### src/rtl/score_flash_ctrl_if.sv
// Signal bundle between game logic / VGA timing and the score-flash sequencer.
// The sequencer sits on the slave side.
interface score_flash_ctrl_if;
  logic [10:0] col_addr_sig;
  logic [10:0] row_addr_sig;
  logic        levelup_req;
  logic        pause;
  logic        sel_special;
  logic        busy;
  logic        done;
  logic [1:0]  pending;

  modport master (
    output col_addr_sig, row_addr_sig, levelup_req, pause,
    input  sel_special, busy, done, pending
  );

  modport slave (
    input  col_addr_sig, row_addr_sig, levelup_req, pause,
    output sel_special, busy, done, pending
  );
endinterface

### src/rtl/score_flash_ctrl.sv
// Score-panel overlay sequencer: turns level-up requests into a frame-aligned
// blink schedule selecting the special or normal score image.
module score_flash_ctrl #(
  parameter int unsigned FRAME_DIV   = 15,
  parameter int unsigned PHASES      = 8,
  parameter int unsigned HOLD_FRAMES = 30,
  parameter int unsigned PEND_MAX    = 3
) (
  input  logic              clk,
  input  logic              rst_n,
  score_flash_ctrl_if.slave bus
);

  // frame_cnt doubles as the HOLD frame counter, so size it for the larger use
  localparam int unsigned CNT_MAX = (FRAME_DIV > HOLD_FRAMES) ? FRAME_DIV : HOLD_FRAMES;
  localparam int unsigned CNT_W   = (CNT_MAX > 1) ? $clog2(CNT_MAX) : 1;
  localparam int unsigned PH_W    = $clog2(PHASES);

  typedef enum logic [1:0] {IDLE, ARM, FLASH, HOLD} state_e;

  state_e           state_q, state_d;
  logic [CNT_W-1:0] frame_cnt_q, frame_cnt_d;
  logic [PH_W-1:0]  phase_cnt_q, phase_cnt_d;
  logic             sel_q, sel_d;
  logic             busy_q, busy_d;
  logic             done_q, done_d;
  logic [1:0]       pending_q, pending_d;
  logic             at0, at0_q, tick_q, tick_d, eff_tick;
  logic             pend_inc, pend_dec;

  // Only the first cycle at the scan origin produces a tick
  assign at0      = (bus.col_addr_sig == '0) && (bus.row_addr_sig == '0);
  assign tick_d   = at0 && !at0_q;
  assign eff_tick = tick_q && !bus.pause;

  always_comb begin
    state_d     = state_q;
    frame_cnt_d = frame_cnt_q;
    phase_cnt_d = phase_cnt_q;
    sel_d       = sel_q;
    done_d      = 1'b0;
    pend_dec    = 1'b0;

    case (state_q)
      IDLE: begin
        sel_d = 1'b0;
        if (pending_q != '0) begin
          state_d  = ARM;
          pend_dec = 1'b1;
        end else if (bus.levelup_req) begin
          state_d = ARM;
        end
      end
      ARM: begin
        if (eff_tick) begin
          state_d     = FLASH;
          frame_cnt_d = '0;
          phase_cnt_d = '0;
          sel_d       = 1'b1;
        end
      end
      FLASH: begin
        if (eff_tick) begin
          if (frame_cnt_q == CNT_W'(FRAME_DIV - 1)) begin
            frame_cnt_d = '0;
            if (phase_cnt_q == PH_W'(PHASES - 1)) begin
              state_d = HOLD;
              sel_d   = 1'b0;
            end else begin
              phase_cnt_d = phase_cnt_q + 1'b1;
              sel_d       = !sel_q;
            end
          end else begin
            frame_cnt_d = frame_cnt_q + 1'b1;
          end
        end
      end
      HOLD: begin
        if (eff_tick) begin
          if (frame_cnt_q == CNT_W'(HOLD_FRAMES - 1)) begin
            frame_cnt_d = '0;
            done_d      = 1'b1;
            if (pending_q != '0) begin
              state_d  = ARM;
              pend_dec = 1'b1;
            end else begin
              state_d = IDLE;
            end
          end else begin
            frame_cnt_d = frame_cnt_q + 1'b1;
          end
        end
      end
      default: state_d = IDLE;
    endcase

    // A request IDLE cannot take directly (busy, or already draining the queue) is queued
    pend_inc  = bus.levelup_req && ((state_q != IDLE) || (pending_q != '0));
    pending_d = pending_q;
    if (pend_inc && !pend_dec && (pending_q < 2'(PEND_MAX))) begin
      pending_d = pending_q + 2'd1;
    end else if (pend_dec && !pend_inc) begin
      pending_d = pending_q - 2'd1;
    end

    busy_d = (state_d != IDLE);
  end

  always_ff @(posedge clk or negedge rst_n) begin
    if (!rst_n) begin
      state_q     <= IDLE;
      frame_cnt_q <= '0;
      phase_cnt_q <= '0;
      sel_q       <= 1'b0;
      busy_q      <= 1'b0;
      done_q      <= 1'b0;
      pending_q   <= '0;
      at0_q       <= 1'b0;
      tick_q      <= 1'b0;
    end else begin
      state_q     <= state_d;
      frame_cnt_q <= frame_cnt_d;
      phase_cnt_q <= phase_cnt_d;
      sel_q       <= sel_d;
      busy_q      <= busy_d;
      done_q      <= done_d;
      pending_q   <= pending_d;
      at0_q       <= at0;
      tick_q      <= tick_d;
    end
  end

  assign bus.sel_special = sel_q;
  assign bus.busy        = busy_q;
  assign bus.done        = done_q;
  assign bus.pending     = pending_q;

endmodule
### src/flat_wrapper.sv
// flat-port wrapper written by rule: the top's interface ports become plain ports
module score_flash_ctrl_flat 
#(
  parameter int unsigned FRAME_DIV   = 15,
  parameter int unsigned PHASES      = 8,
  parameter int unsigned HOLD_FRAMES = 30,
  parameter int unsigned PEND_MAX    = 3
)
  (clk, rst_n, bus_col_addr_sig, bus_row_addr_sig, bus_levelup_req, bus_pause, bus_sel_special, bus_busy, bus_done, bus_pending);
  score_flash_ctrl_if bus_i ();
  input  logic clk;
  input  logic rst_n;
  input wire logic [$bits(bus_i.col_addr_sig)-1:0] bus_col_addr_sig;
  input wire logic [$bits(bus_i.row_addr_sig)-1:0] bus_row_addr_sig;
  input wire logic [$bits(bus_i.levelup_req)-1:0] bus_levelup_req;
  input wire logic [$bits(bus_i.pause)-1:0] bus_pause;
  output wire logic [$bits(bus_i.sel_special)-1:0] bus_sel_special;
  output wire logic [$bits(bus_i.busy)-1:0] bus_busy;
  output wire logic [$bits(bus_i.done)-1:0] bus_done;
  output wire logic [$bits(bus_i.pending)-1:0] bus_pending;
  assign bus_i.col_addr_sig = bus_col_addr_sig;
  assign bus_i.row_addr_sig = bus_row_addr_sig;
  assign bus_i.levelup_req = bus_levelup_req;
  assign bus_i.pause = bus_pause;
  assign bus_sel_special = bus_i.sel_special;
  assign bus_busy = bus_i.busy;
  assign bus_done = bus_i.done;
  assign bus_pending = bus_i.pending;
  score_flash_ctrl #(.FRAME_DIV(FRAME_DIV), .PHASES(PHASES), .HOLD_FRAMES(HOLD_FRAMES), .PEND_MAX(PEND_MAX)) u_core (.clk(clk), .rst_n(rst_n), .bus(bus_i));
endmodule
### config.mk
export PLATFORM = sky130hd
export DESIGN_NAME = score_flash_ctrl_flat
export DESIGN_NICKNAME = d
export VERILOG_FILES = /design/src/rtl/score_flash_ctrl_if.sv /design/src/rtl/score_flash_ctrl.sv /design/src/flat_wrapper.sv
export SDC_FILE = /design/constraint.sdc
export NUM_CORES = 1
export LEC_CHECK = 0
export ABC_AREA = 1
export CELL_PAD_IN_SITES_DETAIL_PLACEMENT = 0
export CELL_PAD_IN_SITES_GLOBAL_PLACEMENT = 1
export CORE_MARGIN = 2
export CORE_UTILIZATION = 36
export DETAILED_ROUTE_END_ITERATION = 8
export PLACE_DENSITY = 0.93
export SLEW_MARGIN = 20
export SYNTH_ARGS = -nofsm -noshare
export SYNTH_HDL_FRONTEND = slang
export SYNTH_SLANG_ARGS = --single-unit
### constraint.sdc
create_clock -name clk -period 2.9 [get_ports clk]
set_clock_uncertainty 0.05 [all_clocks]
set_input_delay 0.58 -clock clk [delete_from_list [all_inputs] [get_ports clk]]
set_output_delay 0.58 -clock clk [all_outputs]
set_load 0.05 [all_outputs]
# After elaboration in Yosys (flattened, before gate mapping)
# Index checks and enable logic that the tools add are counted.
# op_classes
addsub	4
magnitude_cmp	1
n_eq_ne	11
mux	35
reduce_logical	26
# op_table
op	count
two-way mux 5 bit	5
logical NOT 11 bit	2
two-way mux 2 bit	10
case mux 5 bit (3 select lines)	1
two-way mux 3 bit	4
two-way mux 1 bit	11
nonzero test 2 bit	5
!= test 2 x 1 -> 1 bit (second input constant)	4
case mux 2 bit (4 select lines)	1
AND reduction 4 bit	2
logical AND 1 bit	7
case mux 3 bit (2 select lines)	1
nonzero test 3 bit	2
adder 5 x 1 -> 5 bit (second input constant)	1
== test 5 x 4 -> 1 bit (second input constant)	1
== test 5 bit (second input constant)	1
logical NOT 1 bit	5
AND reduction 5 bit	1
== test 2 bit (second input constant)	2
adder 3 x 1 -> 3 bit (second input constant)	1
== test 3 bit (second input constant)	1
case mux 1 bit (3 select lines)	1
adder 2 x 1 -> 2 bit (second input constant)	1
== test 2 x 1 -> 1 bit (second input constant)	1
other kinds (6)	6
# totals
register_bits	17
input_bits	26
output_inout_bits	5

# Logic depth before layout (Yosys ltp)
# Gate-level depths: netlist of run 1.
# logic_depth
ltp_word	9
mapped_depth	11
depth_no_buf	11

# Least setup slack after synthesis of run 1
# OpenSTA, ideal clock, no wires.
# synth_path
path_type	register to register
start	reg u_core.state_q[0]
end	reg u_core.frame_cnt_q[3]
arrival_ps	1376
setup_slack_ps	1354
path_stages_with_launch	9
path_buffers	0
path_cell_list	dfrtp_1 inv_1 ha_1 inv_2 a21oi_2 nor2_4 inv_2 nor2_2 nor2_1
# synth_via
elab_chain_cells	3
word_cells_on_any_way	9
cone_classes	eq/ne: 6; mux: 1; reduce/logical: 2
# synth_lines
element	line_no	rtl
start: declaration	score_flash_ctrl.sv:21	state_e state_q, state_d;
start signal: assignment	score_flash_ctrl.sv:121	state_q <= state_d;
== test 2 bit or == test 2 x 1 -> 1 bit (tied branches)	score_flash_ctrl.sv:44	case (state_q)
!= test 2 x 1 -> 1 bit (no source line) or nonzero test 3 bit (tied branches)	--	
AND reduction 4 bit (no source line)	--	
end signal: assignment	score_flash_ctrl.sv:122	frame_cnt_q <= frame_cnt_d;
end: declaration	score_flash_ctrl.sv:22	logic [CNT_W-1:0] frame_cnt_q, frame_cnt_d;
# Parallel ways exist; a longest one is shown, timed or not.
# A chain may end at the register's enable or synchronous reset.

# Worst setup path after layout of run 1
# layout_path
start	reg u_core.pending_q[0] (netlist: u_core.bus.pending[0])
end	out bus_pending[0]
# layout_lines
element	line_no	rtl
start: declaration	score_flash_ctrl.sv:27	logic [1:0] pending_q, pending_d;
start signal: assignment	score_flash_ctrl.sv:127	pending_q <= pending_d;
end: declaration	flat_wrapper.sv:20	output wire logic [$bits(bus_i.pending)-1:0] bus_pending;
# No word-level cell between the ends.

==> results.cfg, run 1 <==
[synth]
yosysSeqAreaShare_pct = 35.7
syn-instance-count = 170
synth_fa_ha_area_share_pct = 11.6
yosysMostFrequentCell = nand2_1
yosys.area.top_type = dfrtp_1
ys_types = 20
async_reset_ff_share_pct = 100
synth-compound-area-share_pct = 8.19
synthFlopType = dfrtp_1
syn_nets = 207
synth_seq_cells = 17
netlist_area_mm2 = 0.00119
yosys-top-cells-area = dfrtp_1 36%, nand2_1 16%, ha_1 12%, inv_1 7.9%, nor2_1 7.2%
muxShareOfSynthArea_pct = 0
synth_xor_area_share_pct = 0
synth_top_area_share_pct = 35.7
yosys-top-cells-count = 50 x nand2_1, 25 x inv_1, 23 x nor2_1
yosysWarnings = 0
synth_top_family_by_area = simple AND/OR/NAND/NOR gates
synth_area_per_cell_um2 = 7.01
synth-simple-area-share_pct = 36.0
synth_edf_count = 0

[grt]
grt_pass1_wl_um = 4170
grt_usage_pct = 14.4
antenna_found_initial = 0
grt-ovfl-total = 0
grt_max_degree = 18
grt_pass1_vias = 1044

[detailed_routing]
top_layer = met4
wl_met2_um = 1070
met3_length_um = 103
drt_iter0_markers = 50
ant_nets = 0
num_vias = 1114
wl_met1_um = 1190
first_pass_iters = 5
via_per_inst = 4.49
drt_wl_total_um = 2370
drc = 0
wl_per_cell_um = 9.56

[placement]
place_ws_ns = 0.944
placed_area_mm2 = 0.00155
place_congestion = 0.791
numPortBuffers = 30
place_hpwl_um = 1970

[power]
power_frac_comb_pct = 47.3
leakage_uw = 0.000779
internal_power_uw = 473
cellPowerDensity_mw_per_mm2 = 516
seqPwrFrac_pct = 37.1
swShare_pct = 41.7
max-vdd-ir-drop_mv = 0.318
p_sw_uw = 339
pwr-share-clk_pct = 15.6

[clock_network]
post_cts_resized = 0
numCtsBuffers = 3
cts_buffer_depth = 2
cts_num_sinks = 17
cts_tree = done
h-tree-depth = 1
postCtsSetupBuffers = 0
hold_buffers = 0
cts-root-buf = clkbuf_4
clk_latency_ns = 0.29
path_clk_slew_ns = 0.10

[worst_setup_path]
crit_family = buffers and inverters
cp_slowest_cell = clkdlybuf4s50_1
critPathMaxStageDelay_ns = 0.83
worstSetupEndpointType = output pin
path_cells = clkdlybuf4s50_1
cp_max_fo = 4
worst-path-buf-inv = 1
worstSetupStartpointType = flip-flop
worst-setup-path-type = flip-flop to output pin
critical_path_required_ns = 2.27
cp.arrival_ns = 1.51

[timing]
grt_setup_unrepaired = no
fin_setup_tns_ns = 0
tightest_slew_ns = 0.792
hold_viol = 0
max_freq_ghz = 0.467
finalMaxSlewViolations = 0
finalSetupViolCount = 0
maxSlewHeadroom_pct = 47.0
timing.final.crit_share_pct = 73.9
layout_setup_ws_ns = 0.757
fin_crit_ns = 2.14

[final_layout]
final_nets = 242
final_util_pct = 50.7
diodes = 0
drive_gt1_share_pct = 7.35
final_area_mm2 = 0.00157
fill_cells = 330
area_growth_pct = 32.0

[job]
cap_violations = 0

[run_status]
status = completed

[floorplan]
die_area_mm2 = 0.00378
start_util_pct = 38.4
rows = 20
die_y_um = 61.5
die_x_um = 61.5
core_area_mm2 = 0.00310
ioPinCount = 31

[hold_path]
min_path_type = flip-flop to flip-flop
-- cells by family after synthesis --
| group | after synthesis |
|---|---|
| and+or+nand+nor | 100 |
| buffers and inverters | 27 |
| DFF | 17 |
| AOI/OAI and AO/OA | 15 |
| adders and majority gates | 11 |
-- final timing paths --
path | from | to | slack (ns) | depth (start not counted)
worst min-delay path | u_core.at0_q$_DFF_PN0_ | u_core.tick_q$_DFF_PN0_ | 0.35 | 1
worst max-delay path | u_core.bus.pending[0]$_DFFE_PN0P_ | bus_pending[0] | 0.76 | 1
worst min register to register | u_core.at0_q$_DFF_PN0_ | u_core.tick_q$_DFF_PN0_ | 0.35 | 1
min in group asynchronous | rst_n | u_core.tick_q$_DFF_PN0_ | 0.69 | 1
worst max register to register | u_core.state_q[0]$_DFF_PN0_ | u_core.phase_cnt_q[0]$_DFFE_PN0P_ | 1.08 | 9
max in group asynchronous | rst_n | u_core.bus.pending[0]$_DFFE_PN0P_ | 1.62 | 1
-- power groups by stage --
| stage | logic, uW | clock network (uW) | registers (uW) |
|---|---|---|---|
| 4_1_cts | 387 | 132 | 302 |
| 3_5_place_dp | 385 | 0 | 306 |
| 2_1_floorplan | 199 | 0 | 373 |
| 6_report | 384 | 127 | 301 |
| 3_3_place_gp | 385 | 0 | 305 |
| 5_1_grt | 432 | 142 | 308 |
-- sequential cells by signal, summed over array words and instances, names as in the netlist --
name	cells
u_core.tick_q	1
u_core.bus.sel_special	1
u_core.frame_cnt_q	5
u_core.bus.done	1
u_core.bus.busy	1
u_core.phase_cnt_q	3
u_core.at0_q	1
u_core.state_q	2
u_core.bus.pending	2
-- metrics by stage --
stage | instances | hold slack [ns] | power [uW]
global route | 248 | 0.381 | 882
detailed placement | 244 | 0.340 | 692
finish | 248 | 0.351 | 812
global placement | 244 | 0.333 | 690
CTS | 248 | 0.355 | 821
floorplan | 170 | 0.234 | 571
-- metal layers --
metal / vias up / track usage (%)
met5: - / 0
met4: 0 / 0.912
met3: 2 / 3.78
met2: 21 / 24.5
met1: 488 / 19.3
li1: 603 / -
-- layout by cell type (no fill, tap or decap) --
master	count
a21oi_2	2
nor3_1	4
nor2_2	3
nand2_2	1
o22ai_1	2
o21ai_0	3
clkbuf_1	1
nor2_1	23
nor2_4	2
a21oi_1	3
clkdlybuf4s50_1	30
o21bai_1	1
dfrtp_1	17
o21a_1	1
inv_2	2
o21ai_1	1
inv_1	25
o21ai_2	2
nand3_1	15
clkbuf_4	3
ha_1	11
nand4_1	2
nand2_1	50
-- cell type report --
class,instances,area [um2],share of cell area (%)
inverter,27,101,6.44
tap,44,55.1,3.50
sequential,17,425,27.0
timing repair buffer,30,300,19.1
clock buffer,4,26.3,1.67
multi-input combinational,126,664,42.2
(Power assumes the default switching activity.)
==> run 2: changes to the inputs <==
--- a/config.mk
+++ b/config.mk
@@ -9,9 +9,9 @@
 export CELL_PAD_IN_SITES_DETAIL_PLACEMENT = 0
 export CELL_PAD_IN_SITES_GLOBAL_PLACEMENT = 1
 export CORE_MARGIN = 2
-export CORE_UTILIZATION = 36
+export CORE_UTILIZATION = 34
 export DETAILED_ROUTE_END_ITERATION = 8
-export PLACE_DENSITY = 0.93
+export PLACE_DENSITY = 0.89
 export SLEW_MARGIN = 20
 export SYNTH_ARGS = -nofsm -noshare
 export SYNTH_HDL_FRONTEND = slang
==> constraint.sdc (replaced) <==
create_clock -name clk -period 2.03 [get_ports clk]
set_clock_uncertainty 0.05 [all_clocks]
set_input_delay 0.406 -clock clk [delete_from_list [all_inputs] [get_ports clk]]
set_output_delay 0.406 -clock clk [all_outputs]
set_load 0.05 [all_outputs]
==> run 2 against run 1 <==
  * Sequential power up 43%
  * Setup slack worse by 0.68 ns
  * Sequential share of layout area down 0.38 points
  * Hold slack about the same
  * Combinational power up 44%
  * Highest routed layer is now met3
  * Sequential cell count unchanged
  * Routed wire length up 0.55%
  * Register-to-register slack worse by 0.72 ns
  * Critical path depth unchanged
  * Final area up 1.4%
  * Critical path type unchanged
  * Cell count up 1.6%
==> results.cfg, run 2 (synthesis gave the netlist of run 1 again) <==
[worst_setup_path]
worstReg2RegEnd = u_core.frame_cnt_q[3]$_DFFE_PN0P_
worstSetupStartpointType = flip-flop
worst-setup-path-type = flip-flop to output pin
worstReg2RegStart = u_core.state_q[1]$_DFF_PN0_
worst-path-buf-inv = 1
worstSetupEndpointType = output pin
worst-r2r-cell-count = 7
worst-r2r-setup-slack_ns = 0.36
cp_slowest_cell = clkdlybuf4s50_1
crit_family = buffers and inverters
critical_path_required_ns = 1.57
path_cells = clkdlybuf4s50_1
cp.arrival_ns = 1.50
critPathMaxStageDelay_ns = 0.82
cp_max_fo = 3

[run_status]
status = completed

[floorplan]
start_util_pct = 35.4
die_y_um = 63.2
rows = 21
core_area_mm2 = 0.00336
die_area_mm2 = 0.00399
ioPinCount = 31
die_x_um = 63.2

[timing]
tightest_slew_ns = 0.502
fin_setup_tns_ns = 0
layout_setup_ws_ns = 0.0773
finalSetupViolCount = 0
whs_ns = 0.351
maxSlewHeadroom_pct = 66.4
hold_viol = 0
max_freq_ghz = 0.512
fin_crit_ns = 1.95
finalMaxSlewViolations = 0
timing.final.crit_share_pct = 96.2
grt_setup_unrepaired = no

[hold_path]
holdPathStages = 1
holdPathEnd = u_core.tick_q$_DFF_PN0_
hold_path_startpoint = u_core.at0_q$_DFF_PN0_
min_path_type = flip-flop to flip-flop

[final_layout]
final-seq-area_um2 = 425
largest_register = u_core.frame_cnt_q
final_nets = 244
reg.largest.list = u_core.frame_cnt_q: 5 flops, u_core.phase_cnt_q: 3 flops
drive_gt1_share_pct = 8.25
area_growth_pct = 33.9
largest_register_ffs = 5
multi_input_area_um2 = 664
final_util_pct = 47.4
final_common_cell = nand2_1
diodes = 0
layout_common_cells = 50 x nand2_1, 28 x clkdlybuf4s50_1, 25 x inv_1, 23 x nor2_1, 17 x dfrtp_1
fill_cells = 380

[detailed_routing]
top_layer = met3
met3_length_um = 101
first_pass_iters = 4
wl_met1_um = 1240
via_per_inst = 4.47
num_vias = 1126
wl_met2_um = 1050
drc = 0
drt_iter0_markers = 52
wl_per_cell_um = 9.46
ant_nets = 0
drt_wl_total_um = 2380

[grt]
grt_pass1_wl_um = 4350
grt_usage_pct = 13.4
grt_max_degree = 18
grt_pass1_vias = 1068
antenna_found_initial = 0
grt-ovfl-total = 0

[clock_network]
cts_buffer_depth = 2
path_clk_slew_ns = 0.10
clk_latency_ns = 0.29
h-tree-depth = 1
cts_num_sinks = 17
cts-root-buf = clkbuf_4
cts_tree = done
numCtsBuffers = 3

[power]
leakage_uw = 0.000794
cellPowerDensity_mw_per_mm2 = 730
max-vdd-ir-drop_mv = 0.461

[placement]
place_hpwl_um = 1960
place_ws_ns = 0.227
numPortBuffers = 30
place_congestion = 0.809

[job]
cap_violations = 0
run 2: cell count changes in the layout (fill, tap and decap cells not counted):
cell	change
clkdlybuf4s50_1	-2
buf_4	+2
dlymetal6s2s_1	+2
run 2: final cells by class:
type / instances / share of cell area (%)
sequential: 17 / 26.7
timing repair buffer: 32 / 20.1
multi-input combinational: 126 / 41.6
tap: 46 / 3.61
clock buffer: 4 / 1.65
inverter: 27 / 6.35
run 2: worst max-delay path by stage:
stage,from,end,slack [ns],cells past startpoint
floorplan,u_core.state_q[0]$_DFF_PN0_,u_core.frame_cnt_q[3]$_DFFE_PN0P_,0.48,8
global placement,bus_pause,u_core.frame_cnt_q[3]$_DFFE_PN0P_,0.23,9
detailed placement,bus_pause,u_core.frame_cnt_q[3]$_DFFE_PN0P_,0.23,9
CTS,u_core.bus.pending[1]$_DFFE_PN0P_,bus_pending[1],0.04,1
global route,u_core.bus.sel_special$_DFFE_PN0P_,bus_sel_special,0.02,1
finish,u_core.bus.sel_special$_DFFE_PN0P_,bus_sel_special,0.08,1
run 2: where the power goes:
| part | internal [uW] | switching, uW |
|---|---|---|
| clock | 76.5 | 107 |
| sequential | 386 | 42.5 |
| combinational | 215 | 337 |
| total | 678 | 486 |
run 2: timing repair:
item / 4_1_cts / 5_1_grt
buffers inserted: 0 / 0
hold buffers: 0 / 0
resized for setup: 0 / 2
endpoints found under the setup margin: 0 / 2
run 2: stage by stage:
step,instances,power (uW),area (um2)
CTS,252,1190,1590
global route,252,1260,1600
finish,252,1160,1600
detailed placement,248,992,1560
global placement,248,992,1560
floorplan,170,816,1190
run 2: metal layers:
layer	up-vias	global-route usage (%)
li1	605	-
met5	-	0
met2	28	20.9
met4	0	2.45
met1	493	18.9
met3	0	3.39
